[src/rtl/arb_pkg.sv]
// ---------------------------------------------------------------------------
// arb_pkg
// Shared definitions for the grant sequencer slice.
//   DEFAULT_N        : default number of requesters on the daisy chain
//   DEFAULT_HOLD_MAX : default maximum grant tenure in cycles
//   arb_state_e      : grant sequencer FSM state encoding
// ---------------------------------------------------------------------------
`timescale 1ns/1ps

package arb_pkg;

    localparam int DEFAULT_N        = 4;
    localparam int DEFAULT_HOLD_MAX = 16;

    typedef enum logic [1:0] {
        ST_IDLE    = 2'd0,
        ST_OWNED   = 2'd1,
        ST_RELEASE = 2'd2
    } arb_state_e;

endpackage

[src/rtl/tenure_counter.sv]
// ---------------------------------------------------------------------------
// tenure_counter
// Counts the cycles a grant has been held. It is cleared on the grant edge,
// advances by one each enabled cycle and sticks at HOLD_MAX-1, so it can
// never wrap back to zero and hide an overlong tenure.
// Ports:
//   clk        : clock, rising edge
//   rst_n      : asynchronous active-low reset, count forced to 0
//   clear_i    : synchronous clear, wins over enable
//   enable_i   : advance the count by one this cycle
//   terminal_o : high while the count sits at HOLD_MAX-1
// ---------------------------------------------------------------------------
`timescale 1ns/1ps

module tenure_counter
    import arb_pkg::*;
#(
    parameter int HOLD_MAX = DEFAULT_HOLD_MAX,
    parameter int W        = $clog2(HOLD_MAX + 1)
) (
    input  logic clk,
    input  logic rst_n,
    input  logic clear_i,
    input  logic enable_i,
    output logic terminal_o
);

    localparam logic [W-1:0] LAST = W'(HOLD_MAX - 1);

    logic [W-1:0] count_q;
    logic [W-1:0] count_d;

    // Saturating increment: once LAST is reached further enables are ignored.
    always_comb begin
        count_d = count_q;
        if (clear_i) begin
            count_d = '0;
        end else if (enable_i && (count_q != LAST)) begin
            count_d = count_q + W'(1);
        end
    end

    always_ff @(posedge clk or negedge rst_n) begin
        if (!rst_n) begin
            count_q <= '0;
        end else begin
            count_q <= count_d;
        end
    end

    assign terminal_o = (count_q == LAST);

endmodule

[src/rtl/grant_sequencer.sv]
// ---------------------------------------------------------------------------
// grant_sequencer
// Sits in front of an external priority daisy chain. While idle it enables
// the chain, checks the returned grant vector for consistency and latches a
// valid one-hot grant. The grant is then held, with the chain frozen, until
// the owner releases it (done or request drop) or its tenure runs out. One
// RELEASE cycle separates consecutive tenures.
// Ports:
//   clk        : clock, rising edge
//   rst_n      : asynchronous active-low reset
//   req        : raw request lines, bit 0 highest priority
//   gnt_in     : combinational grant vector from the chain
//   chain_cout : chain carry out, 1 when nothing was granted
//   done       : per-requester release strobe
//   chain_en   : carry in to the first chain cell, high only in IDLE
//   gnt_out    : registered one-hot grant
//   owner      : index of the grant holder, 0 when not busy
//   busy       : high while a grant is held
//   timeout    : one-cycle pulse when a tenure is force-ended
//   chain_err  : one-cycle pulse on an inconsistent chain response
// ---------------------------------------------------------------------------
`timescale 1ns/1ps

module grant_sequencer
    import arb_pkg::*;
#(
    parameter int N        = DEFAULT_N,
    parameter int HOLD_MAX = DEFAULT_HOLD_MAX
) (
    input  logic                 clk,
    input  logic                 rst_n,
    input  logic [N-1:0]         req,
    input  logic [N-1:0]         gnt_in,
    input  logic                 chain_cout,
    input  logic [N-1:0]         done,
    output logic                 chain_en,
    output logic [N-1:0]         gnt_out,
    output logic [$clog2(N)-1:0] owner,
    output logic                 busy,
    output logic                 timeout,
    output logic                 chain_err
);

    localparam int OW = $clog2(N);

    arb_state_e    state_q, state_d;
    logic [N-1:0]  gnt_q, gnt_d;
    logic [OW-1:0] owner_q, owner_d;
    logic          busy_q, busy_d;
    logic          timeout_q, timeout_d;
    logic          chainErr_q, chainErr_d;

    logic [N-1:0]  gntMinusOne;
    logic          isOneHot;
    logic          grantOk;
    logic          chainBad;
    logic          ownerRelease;
    logic          tenureTerminal;

    function automatic logic [OW-1:0] encodeIndex(input logic [N-1:0] vec);
        encodeIndex = '0;
        for (int i = 0; i < N; i++) begin
            if (vec[i]) begin
                encodeIndex = OW'(i);
            end
        end
    endfunction

    // A vector is one-hot when it is non-zero and clearing its lowest set
    // bit leaves nothing behind.
    assign gntMinusOne = gnt_in - {{(N-1){1'b0}}, 1'b1};
    assign isOneHot    = (gnt_in != '0) && ((gnt_in & gntMinusOne) == '0);

    // A grant is only trusted when the chain agrees it granted someone and
    // that someone is actually requesting.
    assign grantOk  = isOneHot && !chain_cout && ((req & gnt_in) != '0);
    assign chainBad = ((gnt_in != '0) && !isOneHot) ||
                      ((gnt_in == '0) && !chain_cout && (req != '0));

    // gnt_q is one-hot in OWNED, so masking with it selects the owner's bit
    // and non-owner done/req activity is ignored.
    assign ownerRelease = ((done & gnt_q) != '0) || ((req & gnt_q) == '0);

    tenure_counter #(
        .HOLD_MAX (HOLD_MAX)
    ) u_tenure (
        .clk        (clk),
        .rst_n      (rst_n),
        .clear_i    ((state_q == ST_IDLE) && grantOk),
        .enable_i   (state_q == ST_OWNED),
        .terminal_o (tenureTerminal)
    );

    // Next-state decode. An owner release is checked before the terminal
    // count so a release landing on the last cycle never reports a timeout.
    always_comb begin
        state_d    = state_q;
        gnt_d      = gnt_q;
        owner_d    = owner_q;
        busy_d     = busy_q;
        timeout_d  = 1'b0;
        chainErr_d = 1'b0;
        unique case (state_q)
            ST_IDLE: begin
                gnt_d   = '0;
                owner_d = '0;
                busy_d  = 1'b0;
                if (grantOk) begin
                    gnt_d   = gnt_in;
                    owner_d = encodeIndex(gnt_in);
                    busy_d  = 1'b1;
                    state_d = ST_OWNED;
                end else if (chainBad) begin
                    chainErr_d = 1'b1;
                end
            end
            ST_OWNED: begin
                if (ownerRelease || tenureTerminal) begin
                    timeout_d = !ownerRelease;
                    gnt_d     = '0;
                    owner_d   = '0;
                    busy_d    = 1'b0;
                    state_d   = ST_RELEASE;
                end
            end
            ST_RELEASE: begin
                gnt_d   = '0;
                owner_d = '0;
                busy_d  = 1'b0;
                state_d = ST_IDLE;
            end
            default: begin
                gnt_d   = '0;
                owner_d = '0;
                busy_d  = 1'b0;
                state_d = ST_IDLE;
            end
        endcase
    end

    always_ff @(posedge clk or negedge rst_n) begin
        if (!rst_n) begin
            state_q    <= ST_IDLE;
            gnt_q      <= '0;
            owner_q    <= '0;
            busy_q     <= 1'b0;
            timeout_q  <= 1'b0;
            chainErr_q <= 1'b0;
        end else begin
            state_q    <= state_d;
            gnt_q      <= gnt_d;
            owner_q    <= owner_d;
            busy_q     <= busy_d;
            timeout_q  <= timeout_d;
            chainErr_q <= chainErr_d;
        end
    end

    // The chain is only enabled out of reset so it cannot produce a grant
    // that the sequencer is not in a position to accept.
    assign chain_en  = rst_n && (state_q == ST_IDLE);
    assign gnt_out   = gnt_q;
    assign owner     = owner_q;
    assign busy      = busy_q;
    assign timeout   = timeout_q;
    assign chain_err = chainErr_q;

endmodule

[config.mk]
export PLATFORM = sky130hd
export DESIGN_NAME = grant_sequencer
export DESIGN_NICKNAME = d
export VERILOG_FILES = /design/src/rtl/arb_pkg.sv /design/src/rtl/tenure_counter.sv /design/src/rtl/grant_sequencer.sv
export SDC_FILE = /design/constraint.sdc
export NUM_CORES = 1
export LEC_CHECK = 0
export CAP_MARGIN = 40
export CORE_ASPECT_RATIO = 0.9
export CORE_MARGIN = 2
export CORE_UTILIZATION = 43
export CTS_BUF_LIST = sky130_fd_sc_hd__clkbuf_2 sky130_fd_sc_hd__clkbuf_4 sky130_fd_sc_hd__clkbuf_8
export DETAILED_ROUTE_END_ITERATION = 8
export PLACE_DENSITY = 0.82
export SETUP_SLACK_MARGIN = 0.4
export SYNTH_ARGS = -nofsm -noshare
export SYNTH_HDL_FRONTEND = slang
export SYNTH_HIERARCHICAL = 1
export SYNTH_SLANG_ARGS = --single-unit
[constraint.sdc]
create_clock -name clk -period 2.45 [get_ports clk]
set_input_delay 0.49 -clock clk [delete_from_list [all_inputs] [get_ports clk]]
set_output_delay 0.49 -clock clk [all_outputs]
set_load 0.01 [all_outputs]
After elaboration in Yosys (flattened, before gate mapping) --
Index checks and enable logic that the tools add are counted.
Word-level totals: bits in registers 16, bits in latches 0, RAM bits 0, memory bits (read-only) 0, input port bits 15, output and inout bits 10, memories 0
Operators by class: add/subtract/negate cells 2, multipliers 0, divide/modulo/power cells 0, order comparisons 0, equal/unequal tests 5, shift-type cells 0, muxes and demuxes 22, bitwise logic cells 4, reductions and logical operators 25
Operators by type and width (number):
- $and A4 B4 Y4 | 4
- $reduce_bool A4 Y1 | 4
- $logic_not A4 Y1 | 3
- $mux W2 | 6
- $mux W5 | 2
- $logic_and A1 B1 Y1 | 9
- $mux W1 | 8
- $mux W4 | 2
- $pmux W2 S2 | 2
- $pmux W4 S2 | 1
- $add A5 B1 Y5 const B | 1
- $eq A5 B4 Y1 const B | 1
- $ne A5 B4 Y1 const B | 1
- $ne A2 B2 Y1 const B | 2
- $sub A4 B1 Y4 const B | 1
- $logic_not A1 Y1 | 3
- $logic_or A1 B1 Y1 | 3
- $eq A2 B1 Y1 const B | 1
- $logic_not A2 Y1 | 1
- $pmux W1 S2 | 1
- $reduce_and A2 Y1 | 1
- $reduce_bool A2 Y1 | 1

Logic depth before layout (Yosys ltp) --
depth after elaboration 10, gate-level depth with buffers 6, depth with buffers taken out 6

Modules after synthesis --
Netlist, hierarchy kept.
Modules (own cells, without submodules):
- grant_sequencer | times used 1, cells each 63, area an instance 651.9 sq um, sequential area each 275.3 sq um
- tenure_counter | times used 1, cells each 23, area an instance 260.2 sq um, sequential area each 125.1 sq um

Worst setup path before layout --
OpenSTA, ideal clock, no wires.
path type input port to flip-flop, start input gnt_in[3], end register u_tenure.count_q[3], library setup time 127 ps, arrival time 1651 ps, required time 2323 ps, setup slack 672 ps, stages 6, path buffers 1, cell sequence buf_4 > a22o_2 > o221ai_4 > nor2_1 > and2b_1 > mux2_1
On the way: cells in the longest elaborated chain, start to end 8, elaborated cells between the ends (all ways) 12
RTL lines:
- start: declaration | RTL line grant_sequencer.sv:33 | input logic [N-1:0] gnt_in,
- $sub A4 B1 Y4 | RTL line grant_sequencer.sv:71 | assign gntMinusOne = gnt_in - {{(N-1){1'b0}}, 1'b1};
- $and A4 B4 Y4 | RTL line grant_sequencer.sv:72 | assign isOneHot = (gnt_in != '0) && ((gnt_in & gntMinusOne) == '0);
- $logic_not A4 Y1 | RTL line grant_sequencer.sv:72
- $logic_and A1 B1 Y1 | RTL line grant_sequencer.sv:72
- $logic_and A1 B1 Y1 | RTL line grant_sequencer.sv:76 | assign grantOk = isOneHot && !chain_cout && ((req & gnt_in) != '0);
- $logic_and A1 B1 Y1 * | RTL line grant_sequencer.sv:76
- $logic_and A1 B1 Y1 * | RTL line grant_sequencer.sv:89 | .clear_i ((state_q == ST_IDLE) && grantOk),
- $mux W5 or $reduce_bool A2 Y1 (tied branches)
- end signal: assignment | RTL line tenure_counter.sv:47 | count_q <= count_d;
- end: declaration | RTL line tenure_counter.sv:30 | logic [W-1:0] count_q;
Every way passes the cells marked *; elsewhere a longest branch is shown, timed or not. A chain may end at the register's enable or synchronous reset.

Worst setup path in the final report --
start input gnt_in[0], end register u_tenure.count_q[3]
Same word-level chain as after synthesis.

==> out/results.tsv <==
metric	value	unit
outcome	finished clean	
CTS Buf Count	3	
WL/cell	14.7	um
ranking of synthesized cells by area	dfrtp_1 (44%), inv_1 (4.5%), nor2_1 (3.7%)	
DRC Markers	0	
Startpoint Class	input pin	
Iteration-0 DRC Markers	21	
NumNets Final	133	
# rows	15	
Yosys top cell area share	0.439	
ant diodes	0	
Inst Count DP	136	
Slew HR	0.709	
WHS	0.527	ns
Root Driver	clkbuf_4	
Synthesized Nets	103	
layout cell share with drive strength beyond 1	0.157	
maxcap violations	0	
GRT Total Usage	0.190	
IO Pins	25	
hold path depth	2	
total routed wirelength	2.05	mm
worst vdd ir	0.431	mV
setup bufs post-CTS	0	
CP Max Fanout	6	
grt ovf	0	
R2R Setup Slk	0.56	ns
initial core utilization	0.467	
vias	773	
total negative slack	0	ns
RePlAce Congestion	0.793	
commonest non-fill, non-tap cells in the layout	clkdlybuf4s50_1 (21), dfrtp_1 (16), inv_1 (11)	
Synth warnings	6	
clock-pin slew on the worst setup and hold paths	0.09	ns
Final Max Slew Viols	0	
CP Cell Sequence	clkdlybuf4s50_1 > or3_4 > o221ai_4 > nor2_1 > buf_4 > nor2_1 > mux2_1	
final worst slack	0.505	ns
mean post-synth cell area	10.6	um^2
H-tree depth	1	
Worst-Margin Slew	0.437	ns
leakage	0.517	nW
CTS tree	yes	
hold_sp	owner[0]$_DFFE_PN0P_	
Worst-Skew Late Latency	0.29	ns
CTS sink count	16	
CP Class	in2reg	
DP Worst Slack	0.174	ns
R2R Path End	u_tenure/count_q[3]$_DFFE_PN0P_	
commonest non-fill, non-tap cell in the layout	clkdlybuf4s50_1	
mapped cell area	912	um^2
FF-to-FF path depth	6	
post-detail-place hpwl	1.62	mm
worst hold path type	reg2reg	
non-filler instance count after layout	140	
drt via density	5.52	
largest net degree at the start of global routing	17	
Hold Buf Count CTS	0	
initial antenna violation count	0	
CP peak stage delay	0.50	ns
Core Area	1950	um^2
Post-synth EDFFs	0	
Tot Pwr	644	uW
Cell Pwr Density	523	nW/um^2
slowest CP cell	clkdlybuf4s50_1	
first-pass GRT wire length	3.29	mm
Final Hold Viols	0	
vias in the first global route	725	
DIE HEIGHT	47.7	um
Final setup viols	0	
final period demand of the worst path	1.95	ns
RSZ-0062 raised after global routing	no	
Hold EP	owner[0]$_DFFE_PN0P_	
die width	52.6	um
Top FF cell, synth	dfrtp_1	
ANT nets after route	0	
drt pass-1 iters	4	
Clock Skew	0.00492	ns
cells after synthesis	86	
FF-to-FF Start	u_tenure/count_q[0]$_DFFE_PN0P_	
Synth async-reset ratio	1.00	
period utilization	0.794	
Max Fclk	0.514	GHz
top cell type by total area after synthesis	dfrtp_1	
sequential share of the synthesized area	0.439	
port bufs	24	
Die ar.	2510	um^2
most used cell along the critical path	nor2_1	
CTS Buffer Depth	2	
endpoint kind of the worst setup timing path	flip-flop	
Synth Register Bits	16	
Critical Path RT	2.68	ns
synth unique cells	38	
Layout Area Growth over Synthesis	35.1	%
Worst EP arrival	2.18	ns
cell families (layout without fill, tap and decap cells):
family	count (synthesis)	in the layout	synth area share
XOR/XNOR	4	4	0.0384
AND/OR/NAND/NOR	25	25	0.171
multiplexers	2	2	0.0233
buffers and inverters	14	43	0.0741
AO/OA/AOI/OAI	23	23	0.226
adder cells (fa/ha/maj)	2	2	0.0274
flip-flops	16	16	0.439
cells in the mapped netlist, types with 2 or more instances:
cell,instances
dfrtp_1,16
inv_1,11
nor2_1,9
a22o_1,3
o22ai_1,3
o32ai_1,3
xnor2_1,3
a211oi_1,2
a22oi_1,2
buf_4,2
ha_1,2
nand2_1,2
nand4_1,2
o21a_1,2
area by class of cell:
type / instances / area (um^2)
Tap cell: 25 / 31.3
Timing Repair Buffer: 28 / 274
Sequential cell: 16 / 400
Multi-Input combinational cell: 56 / 449
Fill cell: 175 / 719
Clock buffer: 4 / 36.3
Inverter: 11 / 41.3
through the flow:
| step | utilization | instance area [um^2] |
|---|---|---|
| global route | 0.631 | 1230 |
| detailed placement | 0.608 | 1190 |
| finish | 0.631 | 1230 |
| global placement | 0.608 | 1190 |
| CTS | 0.626 | 1220 |
| floorplan | - | 912 |
where the power goes:
group          total [mW]  switching (mW)  internal, mW
registers           0.320          0.0250         0.295
clock network       0.172          0.0811        0.0906
logic               0.152          0.0716        0.0807
registers in the layout, summed over array words and instances (netlist names):
name and flops:
chain_err 1, timeout 1, state_q 2, gnt_out 4
u_tenure/count_q 5, owner 2, busy 1
timing repair:
item                       CTS  global route
gates cloned                 0             0
resized for setup            1             3
pin swaps                    0             2
setup endpoints to repair    1             6
worst max-delay path, delay by kind of cell:
kind | cells | cell delay [ns]
muxes | 1 | 0.16
buffers and inverters | 2 | 0.67
and+or+nand+nor | 3 | 0.68
AOI/OAI and AO/OA | 1 | 0.18
metal layers:
layer | up-vias | track usage | part of all wire
met3 | 8 | 0.0656 | 0.069
li1 | 372 | - | -
met5 | - | 0 | 0
met4 | 0 | 0.0667 | 0.019
met2 | 35 | 0.315 | 0.47
met1 | 358 | 0.235 | 0.44
how the worst max path moves through the flow:
| stage | start | to | slack (ns) |
|---|---|---|---|
| 2_1_floorplan | gnt_in[3] | u_tenure/count_q[3]$_DFFE_PN0P_ | 0.67 |
| 3_3_place_gp | gnt_in[3] | u_tenure/count_q[3]$_DFFE_PN0P_ | 0.27 |
| 3_5_place_dp | gnt_in[2] | u_tenure/count_q[3]$_DFFE_PN0P_ | 0.17 |
| 4_1_cts | u_tenure/count_q[0]$_DFFE_PN0P_ | owner[1]$_DFFE_PN0P_ | 0.44 |
| 5_1_grt | u_tenure/count_q[0]$_DFFE_PN0P_ | gnt_out[0]$_DFFE_PN0P_ | 0.43 |
| 6_report | gnt_in[0] | u_tenure/count_q[3]$_DFFE_PN0P_ | 0.50 |
Power figures use the tool's default switching activity.
